<file path="src/rtl/branch_predictor_unit.sv">
// Fetch-stage branch predictor: direct-mapped BTB with 2-bit saturating
// counters, looked up combinationally by fetchPC, trained by EX resolution,
// plus mispredict detection that issues a registered redirect and flush.
//
// Ports:
//   clk, reset                 clock (rising edge), async active-high reset
//   fetchPC                    current fetch PC (lookup key)
//   predTaken, predTarget      next-PC mux select and branch-target input
//   resValid/resPC/resTaken/resTarget/resPredTaken/resPredTarget
//                              branch resolution from EX with its prediction
//   redirectValid, redirectPC  one-cycle redirect pulse and corrected next PC
//   flush                      squash younger stages for FLUSH_CYCLES cycles
//   statBranches, statMispredicts  8-bit saturating counters
//
// Optional feature: define BP_STATS_EN to enable the statistics counters;
// otherwise both stat outputs are tied to zero.
module branch_predictor_unit #(
    parameter int unsigned PC_W         = 4,
    parameter int unsigned ENTRIES      = 2,
    parameter int unsigned FLUSH_CYCLES = 2
) (
    input  logic            clk,
    input  logic            reset,
    input  logic [PC_W-1:0] fetchPC,
    output logic            predTaken,
    output logic [PC_W-1:0] predTarget,
    input  logic            resValid,
    input  logic [PC_W-1:0] resPC,
    input  logic            resTaken,
    input  logic [PC_W-1:0] resTarget,
    input  logic            resPredTaken,
    input  logic [PC_W-1:0] resPredTarget,
    output logic            redirectValid,
    output logic [PC_W-1:0] redirectPC,
    output logic            flush,
    output logic [7:0]      statBranches,
    output logic [7:0]      statMispredicts
);

    localparam int unsigned IDX_W = $clog2(ENTRIES);
    localparam int unsigned TAG_W = PC_W - IDX_W - 2;
    localparam int unsigned FC_W  = $clog2(FLUSH_CYCLES + 1);

    typedef enum logic [0:0] {S_IDLE, S_FLUSH} state_t;

    // BTB storage
    logic [ENTRIES-1:0] valid_q;
    logic [TAG_W-1:0]   tag_q [ENTRIES];
    logic [PC_W-1:0]    tgt_q [ENTRIES];
    logic [1:0]         ctr_q [ENTRIES];

    state_t             state_q;
    logic [FC_W-1:0]    fcnt_q;

    // Fetch-side lookup (sees pre-update contents on a same-cycle write)
    logic [IDX_W-1:0] f_idx;
    logic [TAG_W-1:0] f_tag;
    logic             f_hit;

    assign f_idx = fetchPC[IDX_W+1:2];
    assign f_tag = fetchPC[PC_W-1:IDX_W+2];
    assign f_hit = valid_q[f_idx] && (tag_q[f_idx] == f_tag);

    assign predTaken  = f_hit && ctr_q[f_idx][1];
    assign predTarget = f_hit ? tgt_q[f_idx] : fetchPC + PC_W'(4);

    // Resolution side: acceptance and mispredict detection
    logic [IDX_W-1:0] r_idx;
    logic [TAG_W-1:0] r_tag;
    logic             r_hit;
    logic             accept;
    logic [PC_W-1:0]  r_seq;
    logic [PC_W-1:0]  act_next;
    logic [PC_W-1:0]  pred_next;
    logic             mispredict;

    assign r_idx      = resPC[IDX_W+1:2];
    assign r_tag      = resPC[PC_W-1:IDX_W+2];
    assign r_hit      = valid_q[r_idx] && (tag_q[r_idx] == r_tag);
    assign accept     = resValid && (state_q == S_IDLE);
    assign r_seq      = resPC + PC_W'(4);
    assign act_next   = resTaken ? resTarget : r_seq;
    assign pred_next  = resPredTaken ? resPredTarget : r_seq;
    assign mispredict = accept && (act_next != pred_next);

    // BTB training on accepted resolutions; wrong-path ops in FLUSH are ignored
    always_ff @(posedge clk or posedge reset) begin
        if (reset) begin
            valid_q <= '0;
            for (int i = 0; i < ENTRIES; i++) begin
                tag_q[i] <= '0;
                tgt_q[i] <= '0;
                ctr_q[i] <= 2'b01;
            end
        end else if (accept) begin
            if (r_hit) begin
                if (resTaken) begin
                    if (ctr_q[r_idx] != 2'b11) ctr_q[r_idx] <= ctr_q[r_idx] + 2'd1;
                    tgt_q[r_idx] <= resTarget;
                end else if (ctr_q[r_idx] != 2'b00) begin
                    ctr_q[r_idx] <= ctr_q[r_idx] - 2'd1;
                end
            end else if (resTaken) begin
                valid_q[r_idx] <= 1'b1;
                tag_q[r_idx]   <= r_tag;
                tgt_q[r_idx]   <= resTarget;
                ctr_q[r_idx]   <= 2'b10;
            end
        end
    end

    // Redirect/flush FSM: flush is high exactly while in S_FLUSH
    always_ff @(posedge clk or posedge reset) begin
        if (reset) begin
            state_q       <= S_IDLE;
            fcnt_q        <= '0;
            redirectValid <= 1'b0;
            redirectPC    <= '0;
            flush         <= 1'b0;
        end else begin
            redirectValid <= 1'b0;
            case (state_q)
                S_IDLE: begin
                    if (mispredict) begin
                        state_q       <= S_FLUSH;
                        redirectValid <= 1'b1;
                        redirectPC    <= act_next;
                        flush         <= 1'b1;
                        fcnt_q        <= FC_W'(FLUSH_CYCLES - 1);
                    end
                end
                S_FLUSH: begin
                    if (fcnt_q == '0) begin
                        state_q <= S_IDLE;
                        flush   <= 1'b0;
                    end else begin
                        fcnt_q <= fcnt_q - FC_W'(1);
                    end
                end
                default: begin
                    state_q <= S_IDLE;
                    flush   <= 1'b0;
                end
            endcase
        end
    end

`ifdef BP_STATS_EN
    // Saturating statistics, cleared only by reset
    always_ff @(posedge clk or posedge reset) begin
        if (reset) begin
            statBranches    <= 8'd0;
            statMispredicts <= 8'd0;
        end else begin
            if (accept && (statBranches != 8'hff))
                statBranches <= statBranches + 8'd1;
            if (mispredict && (statMispredicts != 8'hff))
                statMispredicts <= statMispredicts + 8'd1;
        end
    end
`else
    assign statBranches    = 8'd0;
    assign statMispredicts = 8'd0;
`endif

endmodule

</file>
<file path="config.mk">
export PLATFORM = sky130hd
export DESIGN_NAME = branch_predictor_unit
export DESIGN_NICKNAME = d
export VERILOG_FILES = /design/src/rtl/branch_predictor_unit.sv
export SDC_FILE = /design/constraint.sdc
export NUM_CORES = 1
export LEC_CHECK = 0
export ABC_AREA = 0
export CAP_MARGIN = 15
export CORE_MARGIN = 3
export CORE_UTILIZATION = 30
export CTS_CLUSTER_SIZE = 14
export DETAILED_ROUTE_END_ITERATION = 16
export HOLD_SLACK_MARGIN = 0.02
export PLACE_DENSITY_LB_ADDON = 0.1
export SETUP_SLACK_MARGIN = 0.4
export SLEW_MARGIN = 20
export SYNTH_ARGS = -nofsm -noshare
export SYNTH_HDL_FRONTEND = slang
export SYNTH_SLANG_ARGS = --single-unit
</file>
<file path="constraint.sdc">
create_clock -name clk -period 5.5 [get_ports clk]
set_input_delay 1.1 -clock clk [delete_from_list [all_inputs] [get_ports clk]]
set_output_delay 1.1 -clock clk [all_outputs]
set_load 0.02 [all_outputs]
</file>
Word-level counts from Yosys, hierarchy flattened
Cells that the tools add are included.
Widths: inputs -> output; s select.
Word-level totals
  memories: 0
  output and inout bits: 27
  register bits: 25
  latch bits: 0
  input port bits: 21
  memory bits (writable): 0
  bits in read-only memories: 0
Cells by class
  magnitude comparators: 6
  bitwise operators: 8
  shift operators: 0
  muxes and demuxes: 49
  div/mod/pow operators: 0
  reduce and logical (&&, ||, !) cells: 17
  equality and inequality tests: 8
  multiply operators: 0
  add/sub/neg operators: 5
Operators with widths (number)
  $mux 4: 12
  $mux 2: 9
  $mux 1: 17
  $add 4x3->4 const B: 2
  $bwmux 4: 2
  $bwmux 8: 1
  $reduce_and 2->1: 4
  $logic_and 1x1->1: 7
  $ne 2x2->1 const B: 3
  $reduce_bool 2->1: 3
  $demux 4 s1: 1
  $ge 2x2->1 const B: 2
  $lt 1x2->1 const B: 2
  $ne 4x4->1: 1
  $not 1->2: 2
  $or 2x2->2: 2
  $pmux 1 s2: 2
  $pmux 2 s2: 1
  $reduce_and 4->1: 1
  $sub 2x1->2 const B: 2
  $ne 3x2->1 const B: 1
  $reduce_and 3->1: 1
  $add 2x1->2 const B: 1
  $and 2x2->2: 1
  10 further kinds: 13

Logic depth before layout (Yosys ltp)
Gate-level depths: netlist (run 1).
  depth in word-level cells: 9
  depth in mapped cells: 8

Worst setup path after synthesis (run 1)
Ideal clock, no wire load.
  path type: input -> output
  from: in fetchPC[2]
  to: out predTarget[3]
  stages on the path: 5
  arrival: 2.408 ns
  slack: 1.992 ns
  path buffers: 1
  cell sequence: clkbuf_1 o32ai_2 and2_1 a211oi_1 a21oi_1
Between the ends
  longest elaborated chain between the ends: 7
  elaborated cells on any way between the ends: 13
  classes of those cells: add/sub (1); eq/ne (1); mux (9); bitwise (1); reduce/logical (1)
Ends and longest elaborated chain
  start, declared: RTL line 24  | input logic [PC_W-1:0] fetchPC,
  $not 1->2 (not written as such): RTL line 62, 65
  $mux 1 (not written as such) (3 in series): RTL line 62  | assign f_hit = valid_q[f_idx] && (tag_q[f_idx] == f_tag);
  $eq 1x1->1: RTL line 62
  $logic_and 1x1->1: RTL line 62
  $mux 4 *: RTL line 65  | assign predTarget = f_hit ? tgt_q[f_idx] : fetchPC + PC_W'(4);
  end, declared: RTL line 26  | output logic [PC_W-1:0] predTarget,
Every way passes the cells marked *; elsewhere a longest branch is shown, timed or not. The select of a mux whose other input is x is not followed.

Worst setup path after layout (run 1)
Same ends and word-level chain as after synthesis.

==> results of run 1 <==
tightest hold or removal path: stages, from the launching register on:
cell	delay [ns]
dfrtp_1	0.36
nand2_1	0.05
nand2_1	0.05
cell usage after synthesis (2+ instances only):
| library cell | n |
|---|---|
| o21ai_0 | 7 |
| mux2i_1 | 5 |
| xor2_1 | 8 |
| xnor2_1 | 3 |
| mux2_2 | 6 |
| mux2_1 | 3 |
| o22ai_1 | 2 |
| dfstp_2 | 2 |
| ha_1 | 3 |
| nand2b_1 | 7 |
| buf_2 | 2 |
| inv_1 | 9 |
| nand2_1 | 30 |
| or2_1 | 2 |
| mux2_4 | 5 |
| a21oi_1 | 9 |
| dfrtp_1 | 23 |
| nor4_1 | 2 |
| nor2_1 | 13 |
| buf_4 | 16 |
| o2bb2ai_1 | 2 |
| clkbuf_1 | 2 |
| nor3_1 | 4 |
| nand3_1 | 3 |
| o21ai_1 | 3 |
metal layers:
| layer | track usage (%) | vias to the layer above |
|---|---|---|
| met5 | 0 | - |
| met4 | 1.83 | 0 |
| met3 | 2.93 | 4 |
| met2 | 19.0 | 31 |
| met1 | 17.2 | 620 |
| li1 | - | 673 |
registers in the layout, summed over array words and instances (netlist names):
signal,cells
tgt_q,8
ctr_q,4
redirectPC,4
fcnt_q,2
tag_q,2
valid_q,2
flush,1
redirectValid,1
state_q,1
power by group through the flow:
stage	Clock, uW	Combinational (uW)	Sequential (uW)
floorplan	0	309	341
global placement	0	464	333
detailed placement	0	468	330
CTS	118	471	327
global route	127	521	340
finish	111	466	326
worst paths after layout:
kind	slack (ns)	endpoint	cells after the start	startpoint
worst max register to register	3.57	ctr_q[3]	5	tag_q[0]
worst min register to register	0.49	tgt_q[4]	2	tgt_q[4]
max in group asynchronous	3.85	redirectPC[3]	2	reset
worst max-delay path	1.07	predTarget[3]	6	fetchPC[2]
min in group asynchronous	1.22	ctr_q[1]	2	reset
worst min-delay path	0.49	tgt_q[4]	2	tgt_q[4]
cells by family (layout without fill, tap and decap cells):
group / count (synthesis) / in the layout / synth area share, %
AOI/OAI and AO/OA: 34 / 34 / 14.2
xor gates and xnor gates: 11 / 11 / 5.54
adders and majority gates: 3 / 3 / 2.16
buffers and inverters: 31 / 45 / 10.9
DFF: 25 / 25 / 36.1
muxes: 19 / 19 / 13.0
other: 1 / 16 / 0.216
and+or+nand+nor: 67 / 67 / 17.9
final cells by class:
type	count	share of cell area [%]
clock buffer	3	1.97
multi-input combinational	150	46.7
sequential	25	30.0
tap	72	4.30
clock inverter	1	0.239
inverter	10	1.91
timing repair buffer	31	14.8
through the flow:
step                      area (um^2)  std cells  worst slack (ns)  hold WS [ns]  power (uW)
after floorplan                  1800        206              1.99         0.437         650
after global placement           2050        288              1.09         0.468         797
after detailed placement         2050        288              1.06         0.467         798
after CTS                        2090        292              1.06         0.491         915
after global routing             2090        292             0.895         0.528         987
final                            2090        292              1.07         0.488         903
==> flow_summary.ini, run 1 <==
[status]
outcome = completed

[layout]
fin_nets = 245
fillers = 583
final_cell_mix = clkdlybuf4s50_1, nand2_1, dfrtp_1, conb_1, nor2_1
syn_to_final_growth_pct = 20.4
utilization_pct = 37.6
multi_input_area_um2 = 978
diodes = 0
final_common_cell = clkdlybuf4s50_1
regArea_um2 = 628
drive_gt1_share_pct = 11.8

[timing]
slew_violations = 0
post-route-period-util_pct = 80.5
setup_viol = 0
finalHoldViolCount = 0
worst_slew_pin_slew_ns = 0.932
fin_setup_tns_ns = 0
fmax_ghz = 0.226
fin_worst_skew_ns = 0.00789
period_needed_ns = 4.43
slew_headroom_pct = 37.5
rsz0062_at_grt = no

[worst_hold_path]
hp-class = reg2reg

[synthesis]
synth_area_leaders = dfrtp_1, buf_4, nand2_1
synthCells = 191
avgSynthCellArea_um2 = 9.11
synthArstFlopShare_pct = 100
syn_area_um2 = 1740
synth_top_area_share_pct = 33.1
ys_ff_latch = 25
synth_largest_area_cell = dfrtp_1
synth_cell_type_count = 45
yosys_warnings = 0
seq_area_frac_synth_pct = 36.1
synth-edff-count = 0
dominantRegCellSynth = dfrtp_1

[worst_setup_path]
path_max_fanout = 10
worstSetupPathType = in2out
critPathLaunchType = primary input
cp_cell_sequence = clkdlybuf4s50_1 -> o32ai_2 -> and2_1 -> a211oi_1 -> a21oi_1 -> clkdlybuf4s50_1
cp_num_buf_inv = 2
crit_arrival_ns = 3.33
crit_family = buffers and inverters
required_ns = 4.40
cpMostUsedCell = clkdlybuf4s50_1
max_stage_delay_ns = 0.62
end_kind = output pin
cp_slowest_cell = o32ai_2

[grt]
grt_pass1_vias = 1294
grt-ovfl-total = 0
grt_antenna_before_repair = 0
grt_pass1_wl_um = 6290
track_usage_pct = 12.1
grt_max_degree = 26

[place]
hpwl_um = 2920
io_buffers = 31
globalplace.congestion = 0.761

[power]
power_density_nw_per_um2 = 431
power_frac_seq_pct = 36.1
p_leak_uw = 0.000915
clock_power_share_pct = 12.3
ir_worst_vdd_mv = 0.204
p_int_uw = 550
p_sw_share_pct = 39.1
p_comb_share_pct = 51.6
p_switching_uw = 353

[floorplanning]
die_h_um = 82.1
die-area_um2 = 6750
ios = 48
coreArea_um2 = 5570
start_util_pct = 31.2
die_w_um = 82.1
rows = 27

[flow_run]
maxCapViolations = 0

[clock_tree]
cts_buffers = 3
cts_hold_buf = 0
cts_root_buf = clkbuf_8
clock_path_buffers = 2
cts-resized-gates = 0
cts_tree = built
clk_latency_ns = 0.27
clkTransAtPathRegs_ns = 0.09
cts_setup_buffers = 0
htreeDepth = 1
clkSinkCount = 25

[route]
wl_met3_um = 217
routedWlPerCell_um = 13.0
drc = 0
topRoutingLayerUsed = met4
totalWireLength_um = 3790
wl_met1_um = 1810
wl_met2_um = 1740
final_antenna_net_count = 0
drt_iter0_markers = 29
via_per_inst = 4.55
firstDrtPassIters = 4
vias = 1328
Power figures use the tool's default switching activity.
==> inputs of run 2 (changes only) <==
==> constraint.sdc (replaced) <==
create_clock -name clk -period 3.9 [get_ports clk]
set_input_delay 0.78 -clock clk [delete_from_list [all_inputs] [get_ports clk]]
set_output_delay 0.78 -clock clk [all_outputs]
set_load 0.02 [all_outputs]
==> flow_summary.ini, run 2 (synthesized netlist as in run 1, its figures left out) <==
[status]
outcome = completed

[worst_setup_path]
r2r_cells = 6
cp_slowest_cell = clkdlybuf4s50_1
critPathLaunchType = primary input
rr_startpoint = ctr_q[2]
crit_arrival_ns = 2.54
required_ns = 3.12
r2r_end = ctr_q[3]
cp_cell_sequence = clkdlybuf4s50_1 -> xor2_1 -> o32ai_2 -> buf_4 -> inv_1 -> a211oi_1 -> a21oi_1 -> dlygate4sd2_1
max_stage_delay_ns = 0.49
worstSetupPathType = in2out
end_kind = output pin
r2r_slack_ns = 2.04
path_max_fanout = 6

[route]
totalWireLength_um = 3740
firstDrtPassIters = 4
drt_iter0_markers = 51
drc = 0
vias = 1317
final_antenna_net_count = 0
via_per_inst = 4.43
routedWlPerCell_um = 12.6

[floorplanning]
die-area_um2 = 6750
start_util_pct = 31.2
rows = 27
die_h_um = 82.1
die_w_um = 82.1
coreArea_um2 = 5570
ios = 48

[layout]
diodes = 0
utilization_pct = 38.2
fin_cells = 297
syn_to_final_growth_pct = 22.6
reg_top3 = tgt_q: 8 flops, ctr_q: 4 flops, redirectPC: 4 flops
final_common_cell = nand2_1
drive_gt1_share_pct = 14.2
largest-register = tgt_q
fillers = 579
largest_register_ffs = 8
final_cell_mix = nand2_1, clkdlybuf4s50_1, dfrtp_1, conb_1, nor2_1
fin_nets = 250

[timing]
slew_headroom_pct = 62.0
slew_violations = 0
fin_worst_skew_ns = 0.00426
rsz0062_at_grt = no
worst_slew_pin_slew_ns = 0.564
post-route-period-util_pct = 85.2
fin_setup_tns_ns = 0
setup_viol = 0
period_needed_ns = 3.32
fmax_ghz = 0.301
finalHoldViolCount = 0

[clock_tree]
clk_latency_ns = 0.27
cts_root_buf = clkbuf_8
cts_tree = built
clock_path_buffers = 2
clkTransAtPathRegs_ns = 0.09
clkSinkCount = 25
cts_buffers = 3
htreeDepth = 1

[grt]
grt_pass1_wl_um = 6530
grt-ovfl-total = 0
grt_antenna_before_repair = 0
grt_pass1_vias = 1310
track_usage_pct = 12.4
grt_max_degree = 26

[power]
power_density_nw_per_um2 = 600
ir_worst_vdd_mv = 0.298
p_leak_uw = 0.000967

[worst_hold_path]
worstHoldEndpoint = tgt_q[7]
min_path_cells = 2
hp-class = reg2reg
hold_start = tgt_q[7]

[place]
io_buffers = 31
dp.cells = 292
globalplace.congestion = 0.757
hpwl_um = 2840

[flow_run]
maxCapViolations = 0
[run 2: final cells by class]
class | instances | area [um^2] | share of cell area, %
inverters | 10 | 40.0 | 1.88
clock buffers | 3 | 41.3 | 1.94
flip-flops and latches | 25 | 628 | 29.5
multi-input cells | 150 | 978 | 45.9
well taps | 72 | 90.1 | 4.23
repair buffers | 36 | 349 | 16.4
clock inverters | 1 | 5.00 | 0.235
[run 2: worst max-delay path, delay by kind of cell]
kind | cells | cell delay, ns
AO/OA/AOI/OAI | 3 | 0.53
XOR/XNOR | 1 | 0.18
buffers and inverters | 4 | 1.04
[run 2: stage by stage]
| stage | worst slack (ns) | total power (uW) | area, um^2 | hold slack (ns) |
|---|---|---|---|---|
| after floorplan | 1.03 | 917 | 1800 | 0.437 |
| after global placement | 0.345 | 1140 | 2080 | 0.462 |
| after detailed placement | 0.313 | 1130 | 2080 | 0.468 |
| after CTS | 0.405 | 1300 | 2130 | 0.491 |
| after global routing | 0.496 | 1390 | 2130 | 0.506 |
| final | 0.578 | 1280 | 2130 | 0.479 |
[run 2: report_power, final]
part	switching, uW	internal (uW)	total (uW)	leakage, uW
combinational	333	327	660	0.000654
sequential	77.5	384	461	0.000288
clock	85.2	71.5	157	0.0000255
[run 2: layer usage]
layer	GRT usage, %	vias to the layer above	wire, um
met4	3.82	0	23
met5	0	-	0
met2	18.8	26	1670
li1	-	687	-
met3	1.30	2	134
met1	18.4	602	1910
[run 2: worst max path at each step]
stage,depth (start not counted),to,from
floorplan,5,predTarget[3],fetchPC[2]
global placement,7,predTarget[0],fetchPC[3]
detailed placement,7,predTarget[0],fetchPC[3]
CTS,7,predTarget[2],fetchPC[3]
global route,8,predTarget[3],fetchPC[3]
finish,8,predTarget[3],fetchPC[3]
[run 2: timing repair]
| action | CTS | global route |
|---|---|---|
| setup buffers | 1 | 0 |
| resized for setup | 3 | 2 |
| endpoints found under the setup margin | 4 | 2 |
| hold buffers | 0 | 0 |
| pin swaps | 1 | 0 |
